<file path="config.mk">
export PLATFORM = sky130hd
export DESIGN_NAME = image_raster_reader_flat
export DESIGN_NICKNAME = d
export VERILOG_FILES = /design/src/rtl/vt512_img_pkg.sv /design/src/rtl/image_raster_reader_if.sv /design/src/rtl/image_raster_reader_stream_fifo.sv /design/src/rtl/image_raster_reader.sv /design/src/flat_wrapper.sv
export SDC_FILE = /design/constraint.sdc
export NUM_CORES = 1
export LEC_CHECK = 0
export BUFFER_PORTS_ARGS = -buffer_cell sky130_fd_sc_hd__buf_2
export CORE_AREA = 2 2 127 160
export DETAILED_ROUTE_END_ITERATION = 12
export DIE_AREA = 0 0 129 162
export PLACE_DENSITY = 0.72
export SYNTH_ARGS = -nofsm -noshare
export SYNTH_HDL_FRONTEND = slang
export SYNTH_HIERARCHICAL = 1
export SYNTH_SLANG_ARGS = --single-unit
</file>
<file path="constraint.sdc">
create_clock -name clk -period 5.15 [get_ports clk]
set_clock_uncertainty 0.15 [all_clocks]
set_input_delay 0.2575 -clock clk [delete_from_list [all_inputs] [get_ports clk]]
set_output_delay 0.2575 -clock clk [all_outputs]
set_load 0.1 [all_outputs]
</file>
<file path="src/rtl/vt512_img_pkg.sv">
`default_nettype none
// ============================================================================
// Package     : vt512_img_pkg
// Description : Shared widths, coordinate type, reader FSM states and the
//               stream beat record for the 512x512 single-channel image path.
// Revision    : 1.0 - initial release
// ============================================================================
package vt512_img_pkg;

    localparam int DATA_WIDTH          = 8;
    localparam int MAX_IMAGE_SIZE      = 512;
    localparam int MAX_IMAGE_SIZE_LOG2 = 9;

    // One extra bit so the zero border ring (0 and MAX+1) is addressable.
    localparam int c_COORD_W    = MAX_IMAGE_SIZE_LOG2 + 1;
    localparam int c_FIFO_DEPTH = 4;
    localparam int c_FIFO_PTR_W = $clog2(c_FIFO_DEPTH);
    localparam int c_FIFO_CNT_W = c_FIFO_PTR_W + 1;

    typedef logic [c_COORD_W-1:0]  coord_t;
    typedef logic [DATA_WIDTH-1:0] pixel_t;

    typedef enum logic [1:0] {
        ST_IDLE  = 2'd0,
        ST_RUN   = 2'd1,
        ST_DRAIN = 2'd2
    } state_t;

    typedef struct packed {
        pixel_t data;
        coord_t x;
        coord_t y;
        logic   eol;
        logic   eof;
    } beat_t;

endpackage
`default_nettype wire

</file>
<file path="src/rtl/image_raster_reader_if.sv">
`default_nettype none
// ============================================================================
// Interface   : image_raster_reader_if
// Description : Memory read port plus the outgoing pixel stream of the
//               raster reader. master = reader, slave = memory/sink side.
// Revision    : 1.0 - initial release
// ============================================================================
interface image_raster_reader_if;
    import vt512_img_pkg::*;

    logic   mem_we;
    coord_t mem_cell_x;
    coord_t mem_cell_y;
    pixel_t mem_data;

    logic   out_valid;
    logic   out_ready;
    pixel_t out_data;
    coord_t out_x;
    coord_t out_y;
    logic   out_eol;
    logic   out_eof;

    modport master (
        output mem_we, mem_cell_x, mem_cell_y,
        input  mem_data,
        output out_valid, out_data, out_x, out_y, out_eol, out_eof,
        input  out_ready
    );

    modport slave (
        input  mem_we, mem_cell_x, mem_cell_y,
        output mem_data,
        input  out_valid, out_data, out_x, out_y, out_eol, out_eof,
        output out_ready
    );

endinterface
`default_nettype wire

</file>
<file path="src/rtl/image_raster_reader_stream_fifo.sv">
`default_nettype none
// ============================================================================
// Module      : stream_fifo
// Description : Small synchronous beat FIFO with occupancy output. The head
//               entry is presented combinationally and stays put until popped.
// Revision    : 1.0 - initial release
// ============================================================================
module stream_fifo
    import vt512_img_pkg::*;
(
    input  logic                    clk,
    input  logic                    rst_n,
    input  logic                    i_push,
    input  beat_t                   i_beat,
    input  logic                    i_pop,
    output logic                    o_valid,
    output beat_t                   o_beat,
    output logic [c_FIFO_CNT_W-1:0] o_count
);

    localparam logic [c_FIFO_CNT_W-1:0] c_FULL = c_FIFO_CNT_W'(c_FIFO_DEPTH);

    beat_t                   r_mem [c_FIFO_DEPTH];
    logic [c_FIFO_PTR_W-1:0] r_wr_ptr;
    logic [c_FIFO_PTR_W-1:0] r_rd_ptr;
    logic [c_FIFO_CNT_W-1:0] r_count;
    logic                    w_wr_en;
    logic                    w_rd_en;

    assign w_rd_en = i_pop && (r_count != '0);
    assign w_wr_en = i_push && ((r_count != c_FULL) || w_rd_en);

    assign o_valid = (r_count != '0);
    assign o_beat  = r_mem[r_rd_ptr];
    assign o_count = r_count;

    // Storage; cleared on reset so an idle head reads back as all zeros.
    always_ff @(posedge clk or negedge rst_n) begin
        if (!rst_n) begin
            for (int i = 0; i < c_FIFO_DEPTH; i++) begin
                r_mem[i] <= '0;
            end
        end else if (w_wr_en) begin
            r_mem[r_wr_ptr] <= i_beat;
        end
    end

    // Pointer and occupancy bookkeeping.
    always_ff @(posedge clk or negedge rst_n) begin
        if (!rst_n) begin
            r_wr_ptr <= '0;
            r_rd_ptr <= '0;
            r_count  <= '0;
        end else begin
            if (w_wr_en) r_wr_ptr <= r_wr_ptr + c_FIFO_PTR_W'(1);
            if (w_rd_en) r_rd_ptr <= r_rd_ptr + c_FIFO_PTR_W'(1);
            if (w_wr_en && !w_rd_en)      r_count <= r_count + c_FIFO_CNT_W'(1);
            else if (!w_wr_en && w_rd_en) r_count <= r_count - c_FIFO_CNT_W'(1);
        end
    end

endmodule
`default_nettype wire

</file>
<file path="src/rtl/image_raster_reader.sv">
`default_nettype none
// ============================================================================
// Module      : image_raster_reader
// Description : Walks the padded pixel memory in raster order, hides the
//               one-cycle read latency and streams pixels with coordinates
//               and end-of-row/end-of-frame markers under credit control.
// Revision    : 1.0 - initial release
// ============================================================================
module image_raster_reader
    import vt512_img_pkg::*;
(
    input  logic                  clk,
    input  logic                  rst_n,
    input  logic                  start,
    input  coord_t                img_width,
    input  coord_t                img_height,
    input  logic                  pad_en,
    output logic                  busy,
    output logic                  done,
    output logic                  err,
    image_raster_reader_if.master bus
);

    localparam coord_t                c_MAX_DIM = coord_t'(MAX_IMAGE_SIZE);
    localparam coord_t                c_ONE     = coord_t'(1);
    localparam logic [c_FIFO_CNT_W:0] c_CREDITS = (c_FIFO_CNT_W+1)'(c_FIFO_DEPTH);

    state_t r_state, w_state_nxt;

    // Stage 0: the address currently on the memory port (r_x/r_y) and its tag.
    coord_t r_x, r_y;
    coord_t r_x_lo, r_x_hi, r_y_hi;
    logic   r_s0_vld, r_s0_eol, r_s0_eof;
    // Stage 1: tag aligned with mem_data.
    logic   r_s1_vld, r_s1_eol, r_s1_eof;
    coord_t r_s1_x, r_s1_y;
    logic   r_done, r_err;

    logic   w_start_ok, w_launch, w_advance, w_issue, w_frame_done;
    logic   w_at_eol, w_at_last, w_credit_ok, w_pop, w_fifo_valid;
    coord_t w_lo, w_cmd_x_hi, w_cmd_y_hi;
    coord_t w_nx, w_ny, w_nx_hi, w_ny_hi;
    logic [c_FIFO_CNT_W-1:0] w_fifo_count;
    logic [c_FIFO_CNT_W:0]   w_in_use;
    beat_t  w_push_beat, w_head;

    assign w_start_ok = (img_width  != '0) && (img_width  <= c_MAX_DIM) &&
                        (img_height != '0) && (img_height <= c_MAX_DIM);
    assign w_lo       = pad_en ? '0 : c_ONE;
    assign w_cmd_x_hi = pad_en ? img_width  + c_ONE : img_width;
    assign w_cmd_y_hi = pad_en ? img_height + c_ONE : img_height;

    assign w_at_eol   = (r_x == r_x_hi);
    assign w_at_last  = w_at_eol && (r_y == r_y_hi);

    // Every read in flight already owns a FIFO slot, so returned data never drops.
    assign w_in_use    = {1'b0, w_fifo_count} + {{c_FIFO_CNT_W{1'b0}}, r_s0_vld}
                                              + {{c_FIFO_CNT_W{1'b0}}, r_s1_vld};
    assign w_credit_ok = (w_in_use < c_CREDITS);
    assign w_pop       = w_fifo_valid && bus.out_ready;
    assign w_issue     = w_launch || w_advance;

    // Next-state and control decode.
    always_comb begin
        w_state_nxt  = r_state;
        w_launch     = 1'b0;
        w_advance    = 1'b0;
        w_frame_done = 1'b0;
        case (r_state)
            ST_IDLE: begin
                if (start && w_start_ok) begin
                    w_launch    = 1'b1;
                    w_state_nxt = ST_RUN;
                end
            end
            ST_RUN: begin
                if (w_at_last)        w_state_nxt = ST_DRAIN;
                else if (w_credit_ok) w_advance   = 1'b1;
            end
            ST_DRAIN: begin
                if (w_pop && w_head.eof) begin
                    w_frame_done = 1'b1;
                    w_state_nxt  = ST_IDLE;
                end
            end
            default: w_state_nxt = ST_IDLE;
        endcase
    end

    // Next raster address: first cell of the frame on launch, else step x then y.
    always_comb begin
        w_nx    = r_x;
        w_ny    = r_y;
        w_nx_hi = r_x_hi;
        w_ny_hi = r_y_hi;
        if (w_launch) begin
            w_nx    = w_lo;
            w_ny    = w_lo;
            w_nx_hi = w_cmd_x_hi;
            w_ny_hi = w_cmd_y_hi;
        end else if (w_at_eol) begin
            w_nx = r_x_lo;
            w_ny = r_y + c_ONE;
        end else begin
            w_nx = r_x + c_ONE;
        end
    end

    // FSM state register.
    always_ff @(posedge clk or negedge rst_n) begin
        if (!rst_n) r_state <= ST_IDLE;
        else        r_state <= w_state_nxt;
    end

    // Address generator and the two-stage tag pipeline matching read latency.
    always_ff @(posedge clk or negedge rst_n) begin
        if (!rst_n) begin
            r_x      <= '0;
            r_y      <= '0;
            r_x_lo   <= '0;
            r_x_hi   <= '0;
            r_y_hi   <= '0;
            r_s0_vld <= 1'b0;
            r_s0_eol <= 1'b0;
            r_s0_eof <= 1'b0;
            r_s1_vld <= 1'b0;
            r_s1_x   <= '0;
            r_s1_y   <= '0;
            r_s1_eol <= 1'b0;
            r_s1_eof <= 1'b0;
        end else begin
            if (w_launch) begin
                r_x_lo <= w_lo;
                r_x_hi <= w_cmd_x_hi;
                r_y_hi <= w_cmd_y_hi;
            end
            if (w_issue) begin
                r_x      <= w_nx;
                r_y      <= w_ny;
                r_s0_eol <= (w_nx == w_nx_hi);
                r_s0_eof <= (w_nx == w_nx_hi) && (w_ny == w_ny_hi);
            end
            r_s0_vld <= w_issue;
            r_s1_vld <= r_s0_vld;
            r_s1_x   <= r_x;
            r_s1_y   <= r_y;
            r_s1_eol <= r_s0_eol;
            r_s1_eof <= r_s0_eof;
        end
    end

    // One-cycle status pulses.
    always_ff @(posedge clk or negedge rst_n) begin
        if (!rst_n) begin
            r_done <= 1'b0;
            r_err  <= 1'b0;
        end else begin
            r_done <= w_frame_done;
            r_err  <= (r_state == ST_IDLE) && start && !w_start_ok;
        end
    end

    assign w_push_beat = {bus.mem_data, r_s1_x, r_s1_y, r_s1_eol, r_s1_eof};

    stream_fifo u_fifo (
        .clk     (clk),
        .rst_n   (rst_n),
        .i_push  (r_s1_vld),
        .i_beat  (w_push_beat),
        .i_pop   (w_pop),
        .o_valid (w_fifo_valid),
        .o_beat  (w_head),
        .o_count (w_fifo_count)
    );

    assign bus.mem_we     = 1'b0;
    assign bus.mem_cell_x = r_x;
    assign bus.mem_cell_y = r_y;
    assign bus.out_valid  = w_fifo_valid;
    assign bus.out_data   = w_head.data;
    assign bus.out_x      = w_head.x;
    assign bus.out_y      = w_head.y;
    assign bus.out_eol    = w_head.eol;
    assign bus.out_eof    = w_head.eof;

    assign busy = (r_state != ST_IDLE);
    assign done = r_done;
    assign err  = r_err;

endmodule
`default_nettype wire

</file>
<file path="src/flat_wrapper.sv">
// flat-port wrapper written by rule: the top's interface ports become plain ports
module image_raster_reader_flat import vt512_img_pkg::*;
  (clk, rst_n, start, img_width, img_height, pad_en, busy, done, err, bus_mem_we, bus_mem_cell_x, bus_mem_cell_y, bus_mem_data, bus_out_valid, bus_out_data, bus_out_x, bus_out_y, bus_out_eol, bus_out_eof, bus_out_ready);
  image_raster_reader_if bus_i ();
  input  logic clk;
  input  logic rst_n;
  input  logic start;
  input  coord_t img_width;
  input  coord_t img_height;
  input  logic pad_en;
  output logic busy;
  output logic done;
  output logic err;
  output wire logic [$bits(bus_i.mem_we)-1:0] bus_mem_we;
  output wire logic [$bits(bus_i.mem_cell_x)-1:0] bus_mem_cell_x;
  output wire logic [$bits(bus_i.mem_cell_y)-1:0] bus_mem_cell_y;
  input wire logic [$bits(bus_i.mem_data)-1:0] bus_mem_data;
  output wire logic [$bits(bus_i.out_valid)-1:0] bus_out_valid;
  output wire logic [$bits(bus_i.out_data)-1:0] bus_out_data;
  output wire logic [$bits(bus_i.out_x)-1:0] bus_out_x;
  output wire logic [$bits(bus_i.out_y)-1:0] bus_out_y;
  output wire logic [$bits(bus_i.out_eol)-1:0] bus_out_eol;
  output wire logic [$bits(bus_i.out_eof)-1:0] bus_out_eof;
  input wire logic [$bits(bus_i.out_ready)-1:0] bus_out_ready;
  assign bus_mem_we = bus_i.mem_we;
  assign bus_mem_cell_x = bus_i.mem_cell_x;
  assign bus_mem_cell_y = bus_i.mem_cell_y;
  assign bus_i.mem_data = bus_mem_data;
  assign bus_out_valid = bus_i.out_valid;
  assign bus_out_data = bus_i.out_data;
  assign bus_out_x = bus_i.out_x;
  assign bus_out_y = bus_i.out_y;
  assign bus_out_eol = bus_i.out_eol;
  assign bus_out_eof = bus_i.out_eof;
  assign bus_i.out_ready = bus_out_ready;
  image_raster_reader u_core (.clk(clk), .rst_n(rst_n), .start(start), .img_width(img_width), .img_height(img_height), .pad_en(pad_en), .busy(busy), .done(done), .err(err), .bus(bus_i));
endmodule
</file>
Word-level counts from Yosys, hierarchy flattened --
Cells that the tools add are included.
Storage, ports and cells: register bits after elaboration 207, input bits 33, output and inout port bits 55
Operators by class: add/subtract/negate cells 10, magnitude comparators 6, equal/unequal tests 10, mux-type cells 28, bitwise logic cells 2, reduce and logical (&&, ||, !) cells 27
Operators by type and width (number):
- 120-bit bitwise mux | 1
- 30-bit two-way mux | 3
- 10-bit two-way mux | 8
- 30-bit binary-select mux with 2-bit select | 1
- 30-bit demux with 2-bit select | 1
- 10-bit by 1-bit adder with 10-bit output (second input constant) | 4
- 10-bit == test | 4
- 10-bit <= comparator (second input constant) | 2
- 10-bit nonzero test | 2
- 1-bit logical AND | 15
- 1-bit two-way mux | 8
- 3-bit >= comparator (second input constant) | 2
- 2-bit two-way mux | 3
- 3-bit two-way mux | 2
- 2-bit by 1-bit != test with 1-bit output (second input constant) | 3
- 2-bit inverter with 3-bit output | 2
- 2-bit one-hot mux with 3 select lines | 1
- 2-bit by 1-bit adder with 2-bit output (second input constant) | 2
- 3-bit by 1-bit adder with 4-bit output | 1
- 4-bit by 1-bit adder with 4-bit output | 1
- 4-bit by 3-bit less-than comparator with 1-bit output (second input constant) | 1
- 2-bit nonzero test | 2
- 3-bit by 1-bit adder with 3-bit output (second input constant) | 1
- 1-bit zero test | 3
- 9 further kinds | 10

Depth between registers and ports, before layout --
Gate-level depths: netlist of run 1.
depth after elaboration 10, depth in mapped cells 13, mapped depth without buffers 11

Modules after synthesis --
Netlist of run 1, hierarchy kept.
Modules (own cells, without submodules):
- stream_fifo | instances 1, cells an instance 324, area an instance 6154.7 µm², sequential area each 3178.0 µm²
- image_raster_reader | instances 1, cells an instance 422, area an instance 4007.6 µm², sequential area each 1776.7 µm²

Worst setup path after synthesis of run 1 --
Ideal clock, no wire load.
kind reg2reg, from reg u_core.u_fifo.r_count[2], in the netlist u_core/u_fifo/o_count[2], to reg u_core.u_fifo.r_count[1], in the netlist u_core/u_fifo/o_count[1], setup time 0.125 ns, arrival 3.057 ns, required time 4.875 ns, setup slack 1.818 ns, stages on the path, launching flop included 10, path buffers 0, clock period less this slack 3.332 ns, cells stage by stage dfrtp_1 or3_2 and2_1 or4b_4 nand2_1 inv_1 ha_1 inv_1 fa_1 mux2_2
Between the ends: word-level cells in the longest chain between the ends 8, elaborated cells on any way between the ends 12, those cells by class eq/ne: 1; mux: 1; reduce/logical: 10
Ends and longest elaborated chain:
- from (decl) | RTL line image_raster_reader_stream_fifo.sv:26 | logic [c_FIFO_CNT_W-1:0] r_count;
- from (signal assigned) | RTL line image_raster_reader_stream_fifo.sv:57 | if (w_wr_en && !w_rd_en) r_count <= r_count + c_FIFO_CNT_W'(1);
- from (signal assigned) | RTL line image_raster_reader_stream_fifo.sv:58 | else if (!w_wr_en && w_rd_en) r_count <= r_count - c_FIFO_CNT_W'(1);
- 3-bit nonzero test * | RTL line image_raster_reader_stream_fifo.sv:33 | assign o_valid = (r_count != '0);
- via bus_out_valid | RTL line flat_wrapper.sv:18 | output wire logic [$bits(bus_i.out_valid)-1:0] bus_out_valid;
- 1-bit logical AND * | RTL line image_raster_reader.sv:60 | assign w_pop = w_fifo_valid && bus.out_ready;
- via u_core.w_pop | RTL line image_raster_reader.sv:40 | logic w_at_eol, w_at_last, w_credit_ok, w_pop, w_fifo_valid;
- 1-bit logical AND * | RTL line image_raster_reader_stream_fifo.sv:30 | assign w_rd_en = i_pop && (r_count != '0);
- 1-bit logical OR * | RTL line image_raster_reader_stream_fifo.sv:31 | assign w_wr_en = i_push && ((r_count != c_FULL) || w_rd_en);
- 1-bit logical AND * | RTL line image_raster_reader_stream_fifo.sv:31
- via u_core.u_fifo.w_wr_en | RTL line image_raster_reader_stream_fifo.sv:27 | logic w_wr_en;
- 1-bit zero test | RTL line image_raster_reader_stream_fifo.sv:58
- 1-bit logical AND | RTL line image_raster_reader_stream_fifo.sv:58
- 2-bit nonzero test (no line)
The timed path passes the listed nets; every way through them passes the cells marked *. A chain may end at the register's enable or synchronous reset.

Final worst setup path of run 1 --
from in img_height[0], to reg u_core.r_s0_eof
Between the ends: word-level cells in the longest chain between the ends 9, elaborated cells on any way between the ends 17, those cells by class add/sub: 1; order compare: 1; eq/ne: 2; mux: 7; reduce/logical: 6
Ends and longest elaborated chain:
- from (decl) | RTL line flat_wrapper.sv:9 | input coord_t img_height;
- branches (longest 6 deep; another with 10-bit <= comparator)
- 10-bit two-way mux *
- via u_core.w_ny_hi[8] | RTL line image_raster_reader.sv:42 | coord_t w_nx, w_ny, w_nx_hi, w_ny_hi;
- 10-bit == test * | RTL line image_raster_reader.sv:141 | r_s0_eof <= (w_nx == w_nx_hi) && (w_ny == w_ny_hi);
- 1-bit logical AND * | RTL line image_raster_reader.sv:141
- to (signal assigned) | RTL line image_raster_reader.sv:141
- to (decl) | RTL line image_raster_reader.sv:33 | logic r_s0_vld, r_s0_eol, r_s0_eof;
Mark *: on every way through the listed nets, which the timed path passes.

==> metrics list, run 1 <==
- The first detailed-routing pass ran for 4 iterations.
* Buffer cell driving the clock tree root: clkbuf_16
* Total vias in the final route: ~6,000
- Synth top area share: between 40% and 50%
- GR met3 Demand/Resource: 4.45%
- The worst setup path is launched from an input pin.
- Entering global routing, the biggest net connects between 100 and 150 pins.
- Summing the areas of all and, or, nand and nor instances in the mapped netlist gives approximately a tenth of the synthesized area.
* Total inserted antenna cells: 0
- Overall die area: 20,900 sq um
- The run finished with clean final reports.
- In the final design database the tool counted about 880 nets.
- Measured slew at the worst slew-check pin: 0.834 ns
- Post-CTS timing repair inserted 0 buffers for setup.
- Clock-pin transition on the worst setup and hold timing paths: 0.06 ns
* Share of the yosys chip area belonging to registers: 48.8%
* Combinational family with the most area after synthesis: multiplexers
* TritonCTS clock tree: yes
* Worst reg2reg path startpoint: u_core/u_fifo/o_count[1]$_DFFE_PN0P_
- Number of max-cap violations: 0
- Synthesized Nets: 792
- Slew margin rel.: 44.4%
- The HPWL after detailed placement is approximately 13,000 microns.
* Core Area: 19,300 sq um
* Highest Clock Rate: 0.314 GHz
- Met1 usage: 27.5%
* Number of cell instances on the worst register-to-register path: 9
- Multiplexer share of the synthesized area: 25.9%
- The floorplan step set the die width to 129 microns.
* Number of primary I/O pins: 88
* Slack of the worst reg-to-reg path: 1.97 ns
- Average vias per placed instance: roughly 5.4
- The most critical setup path has its startpoint at img_height[0].
* Seq cells post-synth: between 150 and 200
- Post-synthesis to final-layout area growth: 11.5%
- The most used flip-flop cell after synthesis is dfrtp_1.
- The clock net in this run drives a total of 198 sinks.
* Data arrival time of the worst path: 3.40 ns
* Number of warnings reported in the yosys synthesis log: 6
- The layer flagged by global routing as most heavily used is met2.
* Post-layout minimum cycle time: 3.19 ns
- The most critical setup path has its endpoint at u_core/r_s0_eof$_DFFE_PN0P_.
* Crit. End Element: register
- Required time worst endpoint: 5.36 ns
* Fraction of the mapped netlist area in compound gates: 3.90%
- Number of cells upsized or downsized after cts: 0
* Hold crit path type: input pin to register
- Buffers placed on the I/O ports in this run total 86.
- Count of flip-flops with a built-in enable after synthesis: 0
- FF-to-FF End: u_core/u_fifo/o_count[1]$_DFFE_PN0P_
* Overall routing resource usage: 20.0%
- For this configuration, the core starts out at a cell density of 52.6%.
* Met2 global-route usage: 32.4%
- Post-synthesis instance area: 10,200 sq um
- The netlist uses 63 different library cells.
* Post-synthesis share of cell area spent on full adders, half adders and majority gates: 1.67%
- Mean area per synthesized cell: 13.6 sq um
- CTS H-Tree Depth: 4
- Setup repair after global routing missed its margin: no
* Cell taking the most area after synthesis: dfrtp_1
* Number of slew-limit violations in the final report: 0
* Post-Synthesis Cells: 746
* Dominant cells by area after synthesis: dfrtp_1, mux2_4, mux4_2
- After detailed routing, the average wire length per cell comes to 17.7 microns.
- Of all flip-flops after synthesis, the portion carrying an async set or reset was 100%.
* Die Height: 162 microns
* Type of the worst setup path: input pin to register
- Count of standard-cell rows: 57
* Final-layout setup total negative slack: 0 ns
- The clock passes through at most 2 buffers.
- The first global-routing pass estimated roughly 33,000 microns of wire.
* Post-route DRC violation count: 0
* Antenna violations before repair: 0
- Summed over all layers, the routed wires come to 19,600 microns.
- Share of layout cells above drive strength 1: 35.9%
- Final Wtd Congestion: 0.802
* Final Hold Fails: 0
- Tcrit/Tclk final: 61.9%
- After global routing the overflow that remains totals 0.
* XOR/XNOR share of the synthesized area: under 10%
- Antenna viol nets, final: 0
* Count of routing violations after the opening detailed-route iteration: roughly 290
- Count of endpoints failing setup in the final report: 0
- Of all nets on the critical path, the largest fanout is 19.
- Clk Latency, worst-skew pair: 0.43 ns
- Number of global-route vias before repair: 6,133
- Clock tree synthesis inserted a total of 17 buffers.
worst min path at each step:
| stage | startpoint | end | cells after the start |
|---|---|---|---|
| floorplan | rst_n | u_core/bus.mem_cell_x[0]$_DFFE_PN0P_ | 0 |
| global placement | u_core/r_s0_vld$_DFF_PN0_ | u_core/r_s1_vld$_DFF_PN0_ | 0 |
| detailed placement | u_core/r_s0_vld$_DFF_PN0_ | u_core/r_s1_vld$_DFF_PN0_ | 0 |
| CTS | img_height[0] | u_core/r_y_hi[0]$_DFF_PN0_ | 3 |
| global route | img_width[0] | u_core/r_x_hi[0]$_DFF_PN0_ | 3 |
| finish | img_height[1] | u_core/r_y_hi[1]$_DFF_PN0_ | 3 |
cell usage in the layout, fill, tap and decap left out, types with 17 or more instances in the layout:
cell type and instances:
dfrtp_1 197, mux2_4 123, buf_2 85, xnor2_1 51, nor2_1 49, nand2_1 47
o21ai_0 30, mux4_2 30, xor2_1 21, clkbuf_16 17, nand4_1 17
registers in the layout, summed over array words and instances (netlist names):
name                    cells
u_core/r_s1_eol             1
u_core/r_s1_vld             1
u_core/u_fifo/r_rd_ptr      2
u_core/r_s0_eol             1
u_core/r_s1_eof             1
u_core/r_x_hi              10
u_core/bus.mem_cell_x      10
u_core/u_fifo/r_wr_ptr      2
u_core/err                  1
u_core/u_fifo/r_mem       120
u_core/r_s1_x              10
u_core/u_fifo/o_count       3
u_core/r_y_hi              10
u_core/bus.mem_cell_y      10
u_core/r_s1_y              10
u_core/r_s0_eof             1
u_core/done                 1
u_core/r_x_lo               1
u_core/r_state              2
u_core/r_s0_vld             1
synthesized netlist by cell type (4+ instances only):
| master | instances |
|---|---|
| a21oi_1 | 12 |
| mux2_2 | 5 |
| xor2_1 | 21 |
| mux2i_1 | 5 |
| nor2_1 | 49 |
| buf_12 | 9 |
| nand3_1 | 9 |
| inv_1 | 16 |
| xnor2_1 | 51 |
| nand2_1 | 47 |
| mux4_2 | 30 |
| ha_1 | 12 |
| nor3_1 | 10 |
| o21ai_0 | 30 |
| and3_4 | 4 |
| nand4_1 | 17 |
| and3_1 | 5 |
| or3_1 | 7 |
| dfrtp_1 | 198 |
| nand2b_1 | 7 |
| buf_2 | 6 |
| mux2_4 | 123 |
| clkbuf_1 | 13 |
| buf_6 | 5 |
timing repair:
action / in CTS / in global routing
setup endpoints to repair: 0 / 0
hold buffers: 10 / 0
endpoints found under the hold margin: 137 / 0
layout make-up:
class                           instances  area (sq um)
Clock buffer                           22           484
Clock inverter                          9          92.6
Fill cell                            1538          8000
Inverter                               16          60.1
Multi-Input combinational cell        495          4810
Sequential cell                       198          4960
Tap cell                              265           332
Timing Repair Buffer                  103           592
layer usage:
layer	wire length, microns	up-vias
met2	9540	112
met3	645	16
li1	-	2811
met4	218	0
met1	9170	3047
met5	0	-
cell families (layout without fill, tap and decap cells):
logic type,after synthesis,count (layout)
AND/OR/NAND/NOR,179,179
XOR/XNOR,74,74
flip-flops,198,198
buffers and inverters,53,150
multiplexers,163,163
AO/OA/AOI/OAI,65,65
other,1,1
adder cells (fa/ha/maj),13,13
metrics by stage:
step	worst slack, ns	hold WS (ns)	util [%]	cells	area (sq um)
global placement	1.63	0.211	55.1	1067	10700
finish	1.96	0.0282	58.6	1108	11300
floorplan	1.82	-0.188	-	746	10200
CTS	1.95	0.0143	58.6	1108	11300
detailed placement	1.56	0.209	55.1	1067	10700
global route	1.72	0.0222	58.6	1108	11300
worst max-delay path: stages:
cell	delay [ns]
buf_2	0.13
inv_1	0.05
ha_1	0.18
nor4b_2	0.16
and3b_1	0.19
nor4b_2	0.33
and3_1	0.75
buf_4	0.33
mux2_2	0.39
nand3b_1	0.16
o22ai_1	0.16
a22o_1	0.15
a32o_1	0.15
Power of run 1 is not shown: default switching activity piles up to over one toggle a cycle in this logic, so the estimate is an artifact.
==> inputs of run 2 (changes only) <==
==> constraint.sdc (replaced) <==
create_clock -name clk -period 3.1 [get_ports clk]
set_clock_uncertainty 0.15 [all_clocks]
set_input_delay 0.155 -clock clk [delete_from_list [all_inputs] [get_ports clk]]
set_output_delay 0.155 -clock clk [all_outputs]
set_load 0.1 [all_outputs]
==> metrics list, run 2 (synthesis gave the netlist of run 1 again) <==
- Run status: finished, final reports clean (unchanged).
- Buffer cell driving the clock tree root: clkbuf_16 (unchanged)
* FF-to-FF End: u_core/u_fifo/o_count[1]$_DFFE_PN0P_ (unchanged)
* Hold path startpoint: img_width[3] (was img_height[1])
- The number of violations reported at the end of detailed-routing iteration 0 was 361 (was 294).
* Overall die area: 20,900 sq um (unchanged)
* CTS H-Tree Depth: 4 (unchanged)
- The total vias in the final route was 6,173 (was 5,986).
- Top sig layer: met4 (unchanged)
- Post-synthesis to final-layout area growth: 16.1% (was 11.5%)
- Count of endpoints failing setup in the final report: 0 (unchanged)
- The global routing usage summed across all routing layers came to 21.0% (was 20.0%).
- Number of cell instances on the worst register-to-register path: 9 (unchanged)
* Number of flip-flops in the largest register: 120 (unchanged)
- Final Wtd Congestion: 0.849 (was 0.802)
- The remaining design rule violation count was 0 (unchanged).
- The initial cell density of the core is 52.6% (unchanged).
* TritonCTS Buffers: 17 (unchanged)
- The layout net count was 912 (was 877).
* Core Area: 19,300 sq um (unchanged)
* Post-detailed-placement half-perimeter wirelength: 13,600 microns (was 13,100 microns)
- List of cells traversed by the critical path: dlygate4sd3_1 > buf_2 > inv_1 > ha_1 > nor4b_4 > a21boi_2 > nor4b_4 > and3_4 > buf_12 > mux2_4 > xnor2_2 > nand4_1 > a311oi_2 > a32o_1 (was buf_2 > inv_1 > ha_1 > nor4b_2 > and3b_1 > nor4b_2 > and3_1 > buf_4 > mux2_2 > nand3b_1 > o22ai_1 > a22o_1 > a32o_1).
- Worst Setup Slack, final: 0.111 ns (was 1.96 ns)
- Final-layout setup total negative slack: 0 ns (unchanged)
- The critical path's most frequent cell was nor4b_4 (was nor4b_2).
- The die boundary height came to 162 microns (unchanged).
- The most common cell after layout, fill and taps aside is dfrtp_1 (unchanged).
- Amount of wire on met2 after detailed routing: 10,300 microns (was 9540 microns)
- The critical path startpoint category was an input pin (unchanged).
* Number of slew-limit violations in the final report: 0 (unchanged)
- The wire length the detailed router placed on met1 is 9550 microns (was 9170 microns).
- The average wire length per cell after detail routing came to 18.2 microns (was 17.7 microns).
- Subtracting the final worst setup slack from the clock period gives 2.99 ns.
- The number of buffers on the longest clock path came to 2 (unchanged).
- The number of hold violations in the final report came to 0 (unchanged).
* Average vias per placed instance: 5.40 (about the same)
- Leading cell types in the layout, fill and taps excluded: dfrtp_1, mux2_4, buf_2 (unchanged).
- The worst-margin pin slew was 0.726 ns (was 0.834 ns).
- The total iterations of the first detailed-routing run is 5 (was 4).
- The post-layout instance count excluding filler cells is 1,144 (was 1,108).
- Highest Clock Rate: 0.335 GHz
* Largest net degree at the start of global routing: 89 (was 107)
- Cells on Worst Hold Path: 3 (unchanged)
* GR Overflow Total: 0 (unchanged)
* Number of stages on the worst setup path: 14 (was 13)
* WP buf/inv: 4 (was 3)
- Number of global-route vias before repair: 6,325 (was 6,133)
* Slew margin rel.: 51.6% (was 44.4%)
- The internal reg-to-reg setup slack is 0.15 ns (was 1.97 ns).
- The met3 wire length is 712 microns (was 645 microns).
* Count of standard-cell rows: 57 (unchanged)
- Count of port buffers added during placement: 86 (unchanged)
- Most flop-heavy register: u_core/u_fifo/r_mem (unchanged)
- Antenna violations before repair: 0 (unchanged)
* Tcrit/Tclk final: between 90% and 100%
* Worst-path fanout max: 9 (was 19)
- Die span in x: 129 microns (unchanged)
- The clock-pin slew on the worst setup and hold paths is 0.07 ns (was 0.06 ns).
* Share of layout cells above drive strength 1: 39.1% (was 35.9%)
* Crit. End Element: register (unchanged)
- The delay of the slowest critical-path stage came to 0.53 ns (was 0.75 ns).
* Required time worst endpoint: 3.32 ns (was 5.36 ns)
* Worst reg2reg path startpoint: u_core/u_fifo/o_count[1]$_DFFE_PN0P_ (unchanged)
- Total Routed Length: 20,800 microns (was 19,600 microns)
- The clock latency on the worst-skew pair is 0.43 ns (about the same).
- Cell at the slowest stage of the critical path: dlygate4sd3_1 (was and3_1)
- CTS Sinks: 198 (unchanged)
* Cell count after placement: 1,085 (was 1,067)
- The utilization after layout is 61.0% (was 58.6%).
- Total inserted antenna cells: 0 (unchanged)
- Wire length of the first global-routing pass: 33,900 microns (was 32,600 microns)
- TritonCTS clock tree: yes (unchanged)
* Min-Delay Endpoint: u_core/r_x_hi[3]$_DFF_PN0_ (was u_core/r_y_hi[1]$_DFF_PN0_)
* Number of primary I/O pins: 88 (unchanged)
- The max capacitance violation total is 0 (unchanged).
* Type of the worst setup path: input pin to register (unchanged)
- The class of the tightest hold or removal check was input pin to register (unchanged).
* Data arrival time of the worst path: 3.21 ns (was 3.40 ns)
- Pre-CTS setup slack: 0.0824 ns (was 1.56 ns)
* Antenna viol nets, final: 0 (unchanged)
- The gate family responsible for the most delay along the worst path is simple AND/OR/NAND/NOR gates (unchanged).
==> run 2: cell count changes in the layout (fill, tap and decap cells not counted), moves of 5 or more <==
cell / before / now
dlygate4sd3_1: 10 / 22
buf_12: 0 / 5
buf_4: 7 / 24
dfrtp_1: 197 / 183
dfrtp_2: 1 / 15
==> run 2: through the flow <==
step,area (sq um),hold WS (ns)
after floorplan,10200,-0.291
after global placement,10900,0.121
after detailed placement,10900,0.117
after CTS,11700,0.00346
after global routing,11800,0.0463
final,11800,0.0187
==> run 2: area by class of cell <==
cell class                 count  area, sq um
clock buffer                  20          457
clock inverter                12          141
fill                        1483         7530
inverter                      16         60.1
multi-input combinational    495         4860
sequential                   198         4970
tap                          265          332
timing repair buffer         138          972
==> run 2: worst reg2reg max path, stage by stage, from the launching register on <==
cell	delay [ns]
dfrtp_1	0.44
or3_4	0.40
and2_1	0.18
or4b_4	0.52
nand2_1	0.14
inv_1	0.06
ha_1	0.22
inv_1	0.07
fa_1	0.40
mux2_2	0.26
==> run 2: worst max-delay path by stage <==
| stage | startpoint | to | slack [ns] |
|---|---|---|---|
| final | img_width[1] | u_core/r_s0_eof$_DFFE_PN0P_ | 0.11 |
| after global routing | img_width[1] | u_core/r_s0_eof$_DFFE_PN0P_ | -0.008 |
| after CTS | img_width[0] | u_core/r_s0_eof$_DFFE_PN0P_ | 0.02 |
| after detailed placement | img_height[0] | u_core/r_s0_eof$_DFFE_PN0P_ | 0.08 |
| after global placement | img_height[0] | u_core/r_s0_eof$_DFFE_PN0P_ | 0.14 |
| after floorplan | u_core/u_fifo/o_count[1]$_DFFE_PN0P_ | u_core/u_fifo/o_count[1]$_DFFE_PN0P_ | 0.03 |
==> run 2: per-layer routing <==
layer	GRT usage [%]	vias up
met2	34.9	144
met3	3.92	18
met4	5.29	0
met5	0	-
li1	-	2875
met1	28.6	3136
==> run 2: repair_timing <==
action                     CTS  global route
buffers inserted             0             4
hold buffers                23             0
setup endpoints to repair    0             2
resized for setup            0            10
hold endpoints to repair   131             0
Power of run 2 is left out for the same reason.
